**config.mk**
```make
export PLATFORM = sky130hd
export DESIGN_NAME = state_sweep_controller_flat
export DESIGN_NICKNAME = d
export VERILOG_FILES = /design/src/rtl/state_sweep_controller_if.sv /design/src/rtl/state_sweep_controller.sv /design/src/flat_wrapper.sv
export SDC_FILE = /design/constraint.sdc
export NUM_CORES = 1
export LEC_CHECK = 0
export ABC_AREA = 1
export BUFFER_PORTS_ARGS = -buffer_cell sky130_fd_sc_hd__buf_2
export CAP_MARGIN = 20
export CORE_ASPECT_RATIO = 0.75
export CORE_MARGIN = 2
export CORE_UTILIZATION = 40
export DETAILED_ROUTE_END_ITERATION = 8
export PLACE_DENSITY = 0.75
export SYNTH_ARGS = -nofsm -noshare
export SYNTH_HDL_FRONTEND = slang
export SYNTH_SLANG_ARGS = --single-unit
```
**constraint.sdc**
```tcl
create_clock -name clk -period 1.3 [get_ports clk]
set_input_delay 0.26 -clock clk [delete_from_list [all_inputs] [get_ports clk]]
set_output_delay 0.26 -clock clk [all_outputs]
set_load 0.02 [all_outputs]
```
**src/rtl/state_sweep_controller_if.sv**
```systemverilog
// Bus between the sweep controller, the neuron state register and the update unit.
// The master side is the controller; the slave side is memory plus update unit.
interface state_sweep_controller_if #(
  parameter int numwidth = 16,
  parameter int tagbits  = 6
);
  logic [tagbits-1:0]    sr_tag;
  logic                  sr_read_en;
  logic                  sr_write_en;
  logic signed [numwidth:0] sr_v_new;
  logic signed [numwidth:0] sr_u_new;
  logic signed [numwidth:0] sr_v;
  logic signed [numwidth:0] sr_u;
  logic                  upd_valid;
  logic                  upd_ready;
  logic [tagbits-1:0]    upd_tag;
  logic signed [numwidth:0] upd_v;
  logic signed [numwidth:0] upd_u;
  logic                  res_valid;
  logic signed [numwidth:0] res_v;
  logic signed [numwidth:0] res_u;

  modport master (
    output sr_tag, sr_read_en, sr_write_en, sr_v_new, sr_u_new,
    output upd_valid, upd_tag, upd_v, upd_u,
    input  sr_v, sr_u, upd_ready, res_valid, res_v, res_u
  );

  modport slave (
    input  sr_tag, sr_read_en, sr_write_en, sr_v_new, sr_u_new,
    input  upd_valid, upd_tag, upd_v, upd_u,
    output sr_v, sr_u, upd_ready, res_valid, res_v, res_u
  );
endinterface

```
**src/rtl/state_sweep_controller.sv**
```systemverilog
// Sweeps every neuron: read state, hand it to the update unit, write the result back.
// Optional macro SPIKE_RESET_EN: threshold crossing resets v, bumps u and pulses spike.
module state_sweep_controller #(
  parameter int numwidth   = 16,
  parameter int tagbits    = 6,
  parameter int numneurons = 2**tagbits,
  parameter logic signed [numwidth:0] VTHRESH = 17'sd7680,
  parameter logic signed [numwidth:0] C_RESET = -17'sd16640,
  parameter logic signed [numwidth:0] D_RESET = 17'sd2048
) (
  input  logic               clk,
  input  logic               syn_reset,
  input  logic               start,
  output logic               busy,
  output logic               done,
  output logic               spike,
  output logic [tagbits-1:0] spike_tag,
  state_sweep_controller_if.master bus
);

  typedef enum logic [2:0] {IDLE, RD, W1, W2, OFFER, COLLECT, WB, FIN} state_t;

  localparam logic [tagbits-1:0] LAST_TAG = tagbits'(numneurons - 1);
  // The word carries one bit of headroom; stored values clamp to the numwidth-bit range.
  localparam logic signed [numwidth+1:0] SAT_MAX = {3'b000, {(numwidth-1){1'b1}}};
  localparam logic signed [numwidth+1:0] SAT_MIN = {3'b111, {(numwidth-1){1'b0}}};

  state_t                   state_r, next_state_s;
  logic [tagbits-1:0]       tag_r;
  logic signed [numwidth:0] op_v_r, op_u_r;
  logic signed [numwidth:0] wb_v_r, wb_u_r;
  logic                     busy_r, done_r, read_en_r, write_en_r, upd_valid_r;
  logic                     spike_r;
  logic [tagbits-1:0]       spike_tag_r;
  logic                     spike_en_s;
  logic                     hit_s;

  function automatic logic signed [numwidth:0] sat_add(
    input logic signed [numwidth:0] a,
    input logic signed [numwidth:0] b
  );
    logic signed [numwidth+1:0] sum_s;
    sum_s = $signed({a[numwidth], a}) + $signed({b[numwidth], b});
    if (sum_s > SAT_MAX) begin
      sat_add = SAT_MAX[numwidth:0];
    end else if (sum_s < SAT_MIN) begin
      sat_add = SAT_MIN[numwidth:0];
    end else begin
      sat_add = sum_s[numwidth:0];
    end
  endfunction

`ifdef SPIKE_RESET_EN
  assign spike_en_s = 1'b1;
`else
  assign spike_en_s = 1'b0;
`endif

  assign hit_s = spike_en_s && (bus.res_v >= VTHRESH);

  // Next-state logic of the sweep sequencer.
  always_comb begin
    next_state_s = state_r;
    case (state_r)
      IDLE:    if (start) next_state_s = RD; else next_state_s = IDLE;
      RD:      next_state_s = W1;
      W1:      next_state_s = W2;
      W2:      next_state_s = OFFER;
      OFFER:   if (upd_valid_r && bus.upd_ready) next_state_s = COLLECT; else next_state_s = OFFER;
      COLLECT: if (bus.res_valid) next_state_s = WB; else next_state_s = COLLECT;
      WB:      if (tag_r < LAST_TAG) next_state_s = RD; else next_state_s = FIN;
      FIN:     next_state_s = IDLE;
      default: next_state_s = IDLE;
    endcase
  end

  // State register and control strobes, registered from the next state.
  always_ff @(posedge clk) begin
    if (syn_reset) begin
      state_r     <= IDLE;
      busy_r      <= 1'b0;
      done_r      <= 1'b0;
      read_en_r   <= 1'b0;
      write_en_r  <= 1'b0;
      upd_valid_r <= 1'b0;
      spike_r     <= 1'b0;
      tag_r       <= '0;
    end else begin
      state_r     <= next_state_s;
      busy_r      <= (next_state_s != IDLE);
      done_r      <= (next_state_s == FIN);
      read_en_r   <= (next_state_s == RD);
      write_en_r  <= (next_state_s == WB);
      upd_valid_r <= (next_state_s == OFFER);
      spike_r     <= (next_state_s == WB) && hit_s;
      if (state_r == IDLE && start) begin
        tag_r <= '0;
      end else if (state_r == WB && next_state_s == RD) begin
        tag_r <= tag_r + 1'b1;
      end else begin
        tag_r <= tag_r;
      end
    end
  end

  // Operand capture at the end of W2 and result capture at the end of COLLECT.
  always_ff @(posedge clk) begin
    if (syn_reset) begin
      op_v_r      <= '0;
      op_u_r      <= '0;
      wb_v_r      <= '0;
      wb_u_r      <= '0;
      spike_tag_r <= '0;
    end else begin
      if (state_r == W2) begin
        op_v_r <= bus.sr_v;
        op_u_r <= bus.sr_u;
      end
      if (state_r == COLLECT && bus.res_valid) begin
        if (hit_s) begin
          wb_v_r      <= C_RESET;
          wb_u_r      <= sat_add(bus.res_u, D_RESET);
          spike_tag_r <= tag_r;
        end else begin
          wb_v_r      <= bus.res_v;
          wb_u_r      <= bus.res_u;
        end
      end
    end
  end

  assign busy            = busy_r;
  assign done            = done_r;
  assign bus.sr_tag      = tag_r;
  assign bus.sr_read_en  = read_en_r;
  assign bus.sr_write_en = write_en_r;
  assign bus.sr_v_new    = wb_v_r;
  assign bus.sr_u_new    = wb_u_r;
  assign bus.upd_valid   = upd_valid_r;
  assign bus.upd_tag     = tag_r;
  assign bus.upd_v       = op_v_r;
  assign bus.upd_u       = op_u_r;

`ifdef SPIKE_RESET_EN
  assign spike     = spike_r;
  assign spike_tag = spike_tag_r;
`else
  assign spike     = 1'b0 & spike_r;
  assign spike_tag = spike_tag_r & '0;
`endif

endmodule

```
**src/flat_wrapper.sv**
```systemverilog
// flat-port wrapper written by rule: the top's interface ports become plain ports
module state_sweep_controller_flat 
#(
  parameter int numwidth   = 16,
  parameter int tagbits    = 6,
  parameter int numneurons = 2**tagbits,
  parameter logic signed [numwidth:0] VTHRESH = 17'sd7680,
  parameter logic signed [numwidth:0] C_RESET = -17'sd16640,
  parameter logic signed [numwidth:0] D_RESET = 17'sd2048
)
  (clk, syn_reset, start, busy, done, spike, spike_tag, bus_sr_tag, bus_sr_read_en, bus_sr_write_en, bus_sr_v_new, bus_sr_u_new, bus_upd_valid, bus_upd_tag, bus_upd_v, bus_upd_u, bus_sr_v, bus_sr_u, bus_upd_ready, bus_res_valid, bus_res_v, bus_res_u);
  state_sweep_controller_if #(.numwidth(numwidth), .tagbits(tagbits)) bus_i ();
  input  logic clk;
  input  logic syn_reset;
  input  logic start;
  output logic busy;
  output logic done;
  output logic spike;
  output logic [tagbits-1:0] spike_tag;
  output wire logic [$bits(bus_i.sr_tag)-1:0] bus_sr_tag;
  output wire logic [$bits(bus_i.sr_read_en)-1:0] bus_sr_read_en;
  output wire logic [$bits(bus_i.sr_write_en)-1:0] bus_sr_write_en;
  output wire logic [$bits(bus_i.sr_v_new)-1:0] bus_sr_v_new;
  output wire logic [$bits(bus_i.sr_u_new)-1:0] bus_sr_u_new;
  output wire logic [$bits(bus_i.upd_valid)-1:0] bus_upd_valid;
  output wire logic [$bits(bus_i.upd_tag)-1:0] bus_upd_tag;
  output wire logic [$bits(bus_i.upd_v)-1:0] bus_upd_v;
  output wire logic [$bits(bus_i.upd_u)-1:0] bus_upd_u;
  input wire logic [$bits(bus_i.sr_v)-1:0] bus_sr_v;
  input wire logic [$bits(bus_i.sr_u)-1:0] bus_sr_u;
  input wire logic [$bits(bus_i.upd_ready)-1:0] bus_upd_ready;
  input wire logic [$bits(bus_i.res_valid)-1:0] bus_res_valid;
  input wire logic [$bits(bus_i.res_v)-1:0] bus_res_v;
  input wire logic [$bits(bus_i.res_u)-1:0] bus_res_u;
  assign bus_sr_tag = bus_i.sr_tag;
  assign bus_sr_read_en = bus_i.sr_read_en;
  assign bus_sr_write_en = bus_i.sr_write_en;
  assign bus_sr_v_new = bus_i.sr_v_new;
  assign bus_sr_u_new = bus_i.sr_u_new;
  assign bus_upd_valid = bus_i.upd_valid;
  assign bus_upd_tag = bus_i.upd_tag;
  assign bus_upd_v = bus_i.upd_v;
  assign bus_upd_u = bus_i.upd_u;
  assign bus_i.sr_v = bus_sr_v;
  assign bus_i.sr_u = bus_sr_u;
  assign bus_i.upd_ready = bus_upd_ready;
  assign bus_i.res_valid = bus_res_valid;
  assign bus_i.res_v = bus_res_v;
  assign bus_i.res_u = bus_res_u;
  state_sweep_controller #(.numwidth(numwidth), .tagbits(tagbits), .numneurons(numneurons), .VTHRESH(VTHRESH), .C_RESET(C_RESET), .D_RESET(D_RESET)) u_core (.clk(clk), .syn_reset(syn_reset), .start(start), .busy(busy), .done(done), .spike(spike), .spike_tag(spike_tag), .bus(bus_i));
endmodule
```
### Word-level counts from Yosys, hierarchy flattened

Cells that the tools add are included.

* word-level logic and storage cells: 36
* RAM bits: 0
* bits in read-only memories: 0
* output and inout bits: 92
* input port bits: 73
* bits in latches: 0
* memories kept: 0
* register bits: 82

* reductions and logical operators: 7
* $mul: 0
* div/mod/pow operators: 0
* shift operators: 0
* muxes and demuxes: 5
* eq/ne operators: 11
* bitwise gates (word level): 0
* $add $sub $neg: 1
* order comparisons: 1

Operators with widths (count)
* $pmux W3 S8: 1
* $eq A3 B3 Y1 const B: 7
* $add A6 B1 Y6 const B: 1
* $eq A3 B1 Y1 const B: 2
* $eq A3 B2 Y1 const B: 2
* $lt A6 B6 Y1 const B: 1
* $logic_and A1 B1 Y1: 4
* $logic_not A3 Y1: 1
* $mux W3: 1
* $reduce_bool A3 Y1: 1
* $mux W1: 2
* $mux W2: 1
* $reduce_or A2 Y1: 1

### Depth between registers and ports, before layout

* depth after elaboration: 5
* mapped depth: 9

### Least setup slack after synthesis

OpenSTA, ideal clock, no wires.

* path kind: register -> register
* start: register u_core.tag_r[0] (netlist: u_core.bus.sr_tag[0])
* end: register u_core.tag_r[2] (netlist: u_core.bus.sr_tag[2])
* arrival time: 1442 ps
* library setup time: 70 ps
* cell stages (with the launch flop): 8
* path slack: -212 ps
* cells stage by stage: dfxtp_1 ha_1 nand3_1 nor2_1 nand2_1 nand4_2 nand2_1 a21oi_1

* word-level cells in the longest chain between the ends: 5
* elaborated cells on any way between the ends: 6
* classes of those cells: 1 x add/sub; 1 x order compare; 1 x eq/ne; 2 x mux; 1 x reduce/logical

Ends and longest elaborated chain
* from (decl): line state_sweep_controller.sv:29 `logic [tagbits-1:0] tag_r;`
* from (signal assigned): line state_sweep_controller.sv:99 `tag_r <= tag_r + 1'b1;`
* from (signal assigned): line state_sweep_controller.sv:101 `tag_r <= tag_r;`
* $lt A6 B6 Y1: line state_sweep_controller.sv:71 `WB: if (tag_r < LAST_TAG) next_state_s = RD; else next_state_s = FIN;`
* $mux W3: line state_sweep_controller.sv:71
* $pmux W3 S8: line state_sweep_controller.sv:64 `case (state_r)`
* $eq A3 B1 Y1: line state_sweep_controller.sv:98 `end else if (state_r == WB && next_state_s == RD) begin`
* $logic_and A1 B1 Y1: line state_sweep_controller.sv:98

Parallel ways exist; a longest one is shown, timed or not.
A chain may end at the register's enable or synchronous reset.

### Final worst setup path

* start: register u_core.state_r[1]
* end: register u_core.tag_r[2] (netlist: u_core.bus.sr_tag[2])

* word-level cells in the longest chain between the ends: 4
* elaborated cells on any way between the ends: 13
* classes of those cells: 8 x eq/ne; 1 x mux; 4 x reduce/logical

Ends and longest elaborated chain
* from (decl): line state_sweep_controller.sv:28 `state_t state_r, next_state_s;`
* from (signal assigned): line state_sweep_controller.sv:89 `state_r <= next_state_s;`
* $eq A3 B3 Y1 (tied with other cells): line state_sweep_controller.sv:64
* $pmux W3 S8: line state_sweep_controller.sv:64
* $eq A3 B1 Y1: line state_sweep_controller.sv:98
* $logic_and A1 B1 Y1: line state_sweep_controller.sv:98

Parallel ways exist; a longest one is shown, timed or not.

==> impl_results.md <==
- Run status: complete, no violations
- Sequential area share after synthesis: around 52%
- Hold_buf cts: 0
- Master of the slowest instance on the critical path: dfxtp_4
- Vias in the first global route: 2,863
- Final setup TNS: 0 ps
- Hold Path Class: input port to register
- Starting density of the core: 42.0%
- Yosys warning count: 0
- Critical Path Start Type: register
- Startpoint of the most critical register-to-register path: u_core.state_r[1]
- Iter 0 DRT Violations: approximately 140
- List of cells traversed by the critical path: buf_4 > nand3_4 > inv_4 > a21oi_2 > nand4_1 > a21oi_1
- Final count of negative-setup-slack endpoints: 0
- Overall global routing resource usage: a little under a fifth
- Final Net Count: about 650
- Cell at the root of the clock tree: clkbuf_8
- Number of antenna cells inserted: 0
- Complex-gate fraction of the synthesized area: 12.7%
- Number of synthesized flops with an enable pin: 0
- Layout cell share with drive strength beyond 1: 42.3%
- Count of distinct cell types in the synthesized netlist: 24
- Area of combinational cells with multiple inputs: 1440 sq um
- Area Overhead vs Synth: 46.0%
- Latest clock arrival within the worst-skew pair: 340 ps
- Proportion of synthesized area in mux cells: 0%
- Post-route worst setup slack: between 2 and 3 ps
- Clk_skew: 8.75 ps
- Cell count after synthesis: 405
- Half-perimeter wire length of the detailed placement result: 5840 microns
- Slowest Stage Delay on Critical Path: 380 ps
- Biggest fanout along the worst timing path: 5
- CTS tree: yes
- H-Tree Depth: 3
- Max Clock Freq: between 700 and 800 MHz
- Overall die area: approximately 8600 sq um
- Wire length of the first global-routing pass: 12,700 microns
- Mapped Avg Cell Area: 7.75 sq um
- Most frequent cells after synthesis: 93 x nand2_1, 82 x dfxtp_1, 82 x nor2_1, 40 x a21oi_1, 35 x o21ai_0
- FFs w/ async S/R, synth: 0%
- Count of buffers from port buffering: 157
- Fillcell total: between 600 and 700
- Number of maximum-capacitance violations: 0
- Vertical extent of the die: 80.7 microns
- Launch point of the worst path: u_core.state_r[1]
- Pin count of the biggest net entering global routing: 40
- Data required time at the worst endpoint: around 1600 ps
- Power per unit of standard cell area: 1040 nW/um^2
- Post-detailed-route wirelength per cell: approximately 13 microns
- Antenna violations before repair: 0
- Fraction of synthesized cell area taken by the top area cell type: 52.3%
- Biggest area contributors in the synthesized netlist: dfxtp_1 52%, nand2_1 11%, nor2_1 9.8%
- Number of buffers created by CTS: 9
- Maximum count of clock buffers along a single path: 2
- Largest family of logic cells by synthesized area: simple AND/OR/NAND/NOR gates
- RSZ-0062 raised after global routing: yes
- GPL Wtd Cong: 0.803
- DRT antenna net count: 0
- Kind of capture point of the worst setup path: register
- Area of the core: 7470 sq um
- Arrival @ worst endpoint: approximately 1600 ps
- Horizontal die dimension: approximately 110 microns
- Boundary pin count: 165
- Cell area after synthesis: between 3000 and 4000 sq um
- Synthesized flop and latch total: 82
- Period Utilization, post-route: between 90% and 100%
- Sink count of the clock tree: 82
- IR drop worst, VDD: 645 uV
- DR DRC count: 0
- Leakage dissipation: 0.00210 uW
- Library cell with the largest summed area after synthesis: dfxtp_1
- Total iterations of the first detailed-routing run: 4
- Area of all sequential standard cells: 1660 sq um
- Routed Wire Length: 8650 microns
- Final-report max-slew violation count: 0
- Clock slew seen by the registers of the worst setup and hold paths: about 80 ps
- Most used standard cell by instance count after synthesis: nand2_1
- Standard-cell row count: 27
- DR vias/cell: 4.71
- Post-synthesis adder-cell area fraction: less than 1%
- Fraction of synthesized cell area in xor and xnor cells: 0.838%
- Placement Setup Slack: -128 ps
- Crit Path Class: register to register
- Basic-gate share of the synthesized area counting and, or, nand and nor cells: between 20% and 30%
- Global route total overflow: 0
- Count of final hold-check violations: 0
- Vias after detailed routing: between 3,000 and 4,000
- Most used flip-flop cell after synthesis: dfxtp_1
- Hold_sp: bus_res_v[13]
- Min Clock Period, post-route: 1300 ps
- Hold slack: 156 ps
[per-stage QoR]
step | total power [uW] | std cells | utilization, % | area, sq um
after floorplan | 2980 | 411 | - | 3180
after global placement | 3190 | 657 | 54.9 | 4100
after detailed placement | 3200 | 657 | 54.9 | 4100
after CTS | 4770 | 676 | 57.9 | 4320
after global routing | 4990 | 683 | 61.3 | 4580
final | 4750 | 683 | 61.3 | 4580
[path summary, 6_finish.rpt]
check	endpoint	slack (ps)	depth (start not counted)
setup / recovery	u_core.bus.sr_tag[2]	3	6
hold / removal	u_core.bus.sr_v_new[13]	160	3
setup reg to reg	u_core.bus.sr_tag[2]	3	6
hold reg to reg	u_core.bus.sr_u_new[16]	470	2
[per-layer routing]
metal / global-route usage [%] / routed length, microns / vias up / part of all wire [%]
met4: 5.13 / 48 / 0 / 0.56
met2: 31.0 / 4210 / 94 / 49
li1: - / - / 1632 / -
met5: 0 / 0 / - / 0
met1: 22.8 / 3840 / 1487 / 44
met3: 7.47 / 547 / 7 / 6.3
[cell type report]
class                           instances  area share [%]
Clock buffer                           10            2.79
Clock inverter                          5           0.710
Inverter                               13            1.34
Multi-Input combinational cell        286            31.5
Sequential cell                        82            36.3
Tap cell                              101            2.76
Timing Repair Buffer                  186            24.6
[critical path, delay by kind of cell, from the launching register on]
kind / cells / cell delay, ps
buf+inv: 2 / 230
flops: 1 / 380
simple gates: 2 / 250
compound gates: 2 / 370
[what timing repair did]
item | CTS | global route
pin swaps | 2 | 10
buffers inserted | 2 | 4
gates cloned | 2 | 3
endpoints found under the setup margin | 46 | 55
resized for setup | 11 | 43
[power breakdown]
part	switching, uW	internal [uW]	total, uW
registers	49.4	2570	2620
logic	355	240	595
clock network	863	676	1540
total	1270	3480	4750
[kinds of logic after synthesis]
logic type,after synthesis
buffers and inverters,45
XOR/XNOR,3
AO/OA/AOI/OAI,77
AND/OR/NAND/NOR,196
flip-flops,82
adder cells (fa/ha/maj),1
other,1
[cell usage in the layout (no fill, tap or decap), types with 2 or more instances in the layout]
| cell | count |
|---|---|
| dfxtp_4 | 5 |
| nor2_2 | 4 |
| o21ai_0 | 35 |
| nor2_4 | 5 |
| buf_4 | 22 |
| inv_1 | 8 |
| a21oi_1 | 30 |
| dfxtp_1 | 76 |
| a21oi_2 | 11 |
| clkinvlp_4 | 3 |
| nand2_1 | 88 |
| clkbuf_16 | 2 |
| clkbuf_8 | 9 |
| buf_6 | 4 |
| nand2_4 | 2 |
| clkinv_2 | 2 |
| buf_2 | 153 |
| nand3_1 | 5 |
| inv_4 | 3 |
| conb_1 | 7 |
| nand2_2 | 4 |
| buf_12 | 5 |
| nand3_4 | 3 |
| nand4_4 | 2 |
| nor2_1 | 76 |
| xor2_1 | 3 |
| nand4_1 | 6 |
[flip-flops by register name, summed over array words and instances, names as in the netlist]
name,flops
u_core.bus.sr_u_new,17
u_core.bus.sr_v_new,17
u_core.bus.upd_u,17
u_core.bus.upd_v,17
u_core.bus.sr_tag,6
u_core.state_r,3
u_core.bus.sr_read_en,1
u_core.bus.sr_write_en,1
u_core.bus.upd_valid,1
u_core.busy,1
u_core.done,1
Power figures use the tool's default switching activity.
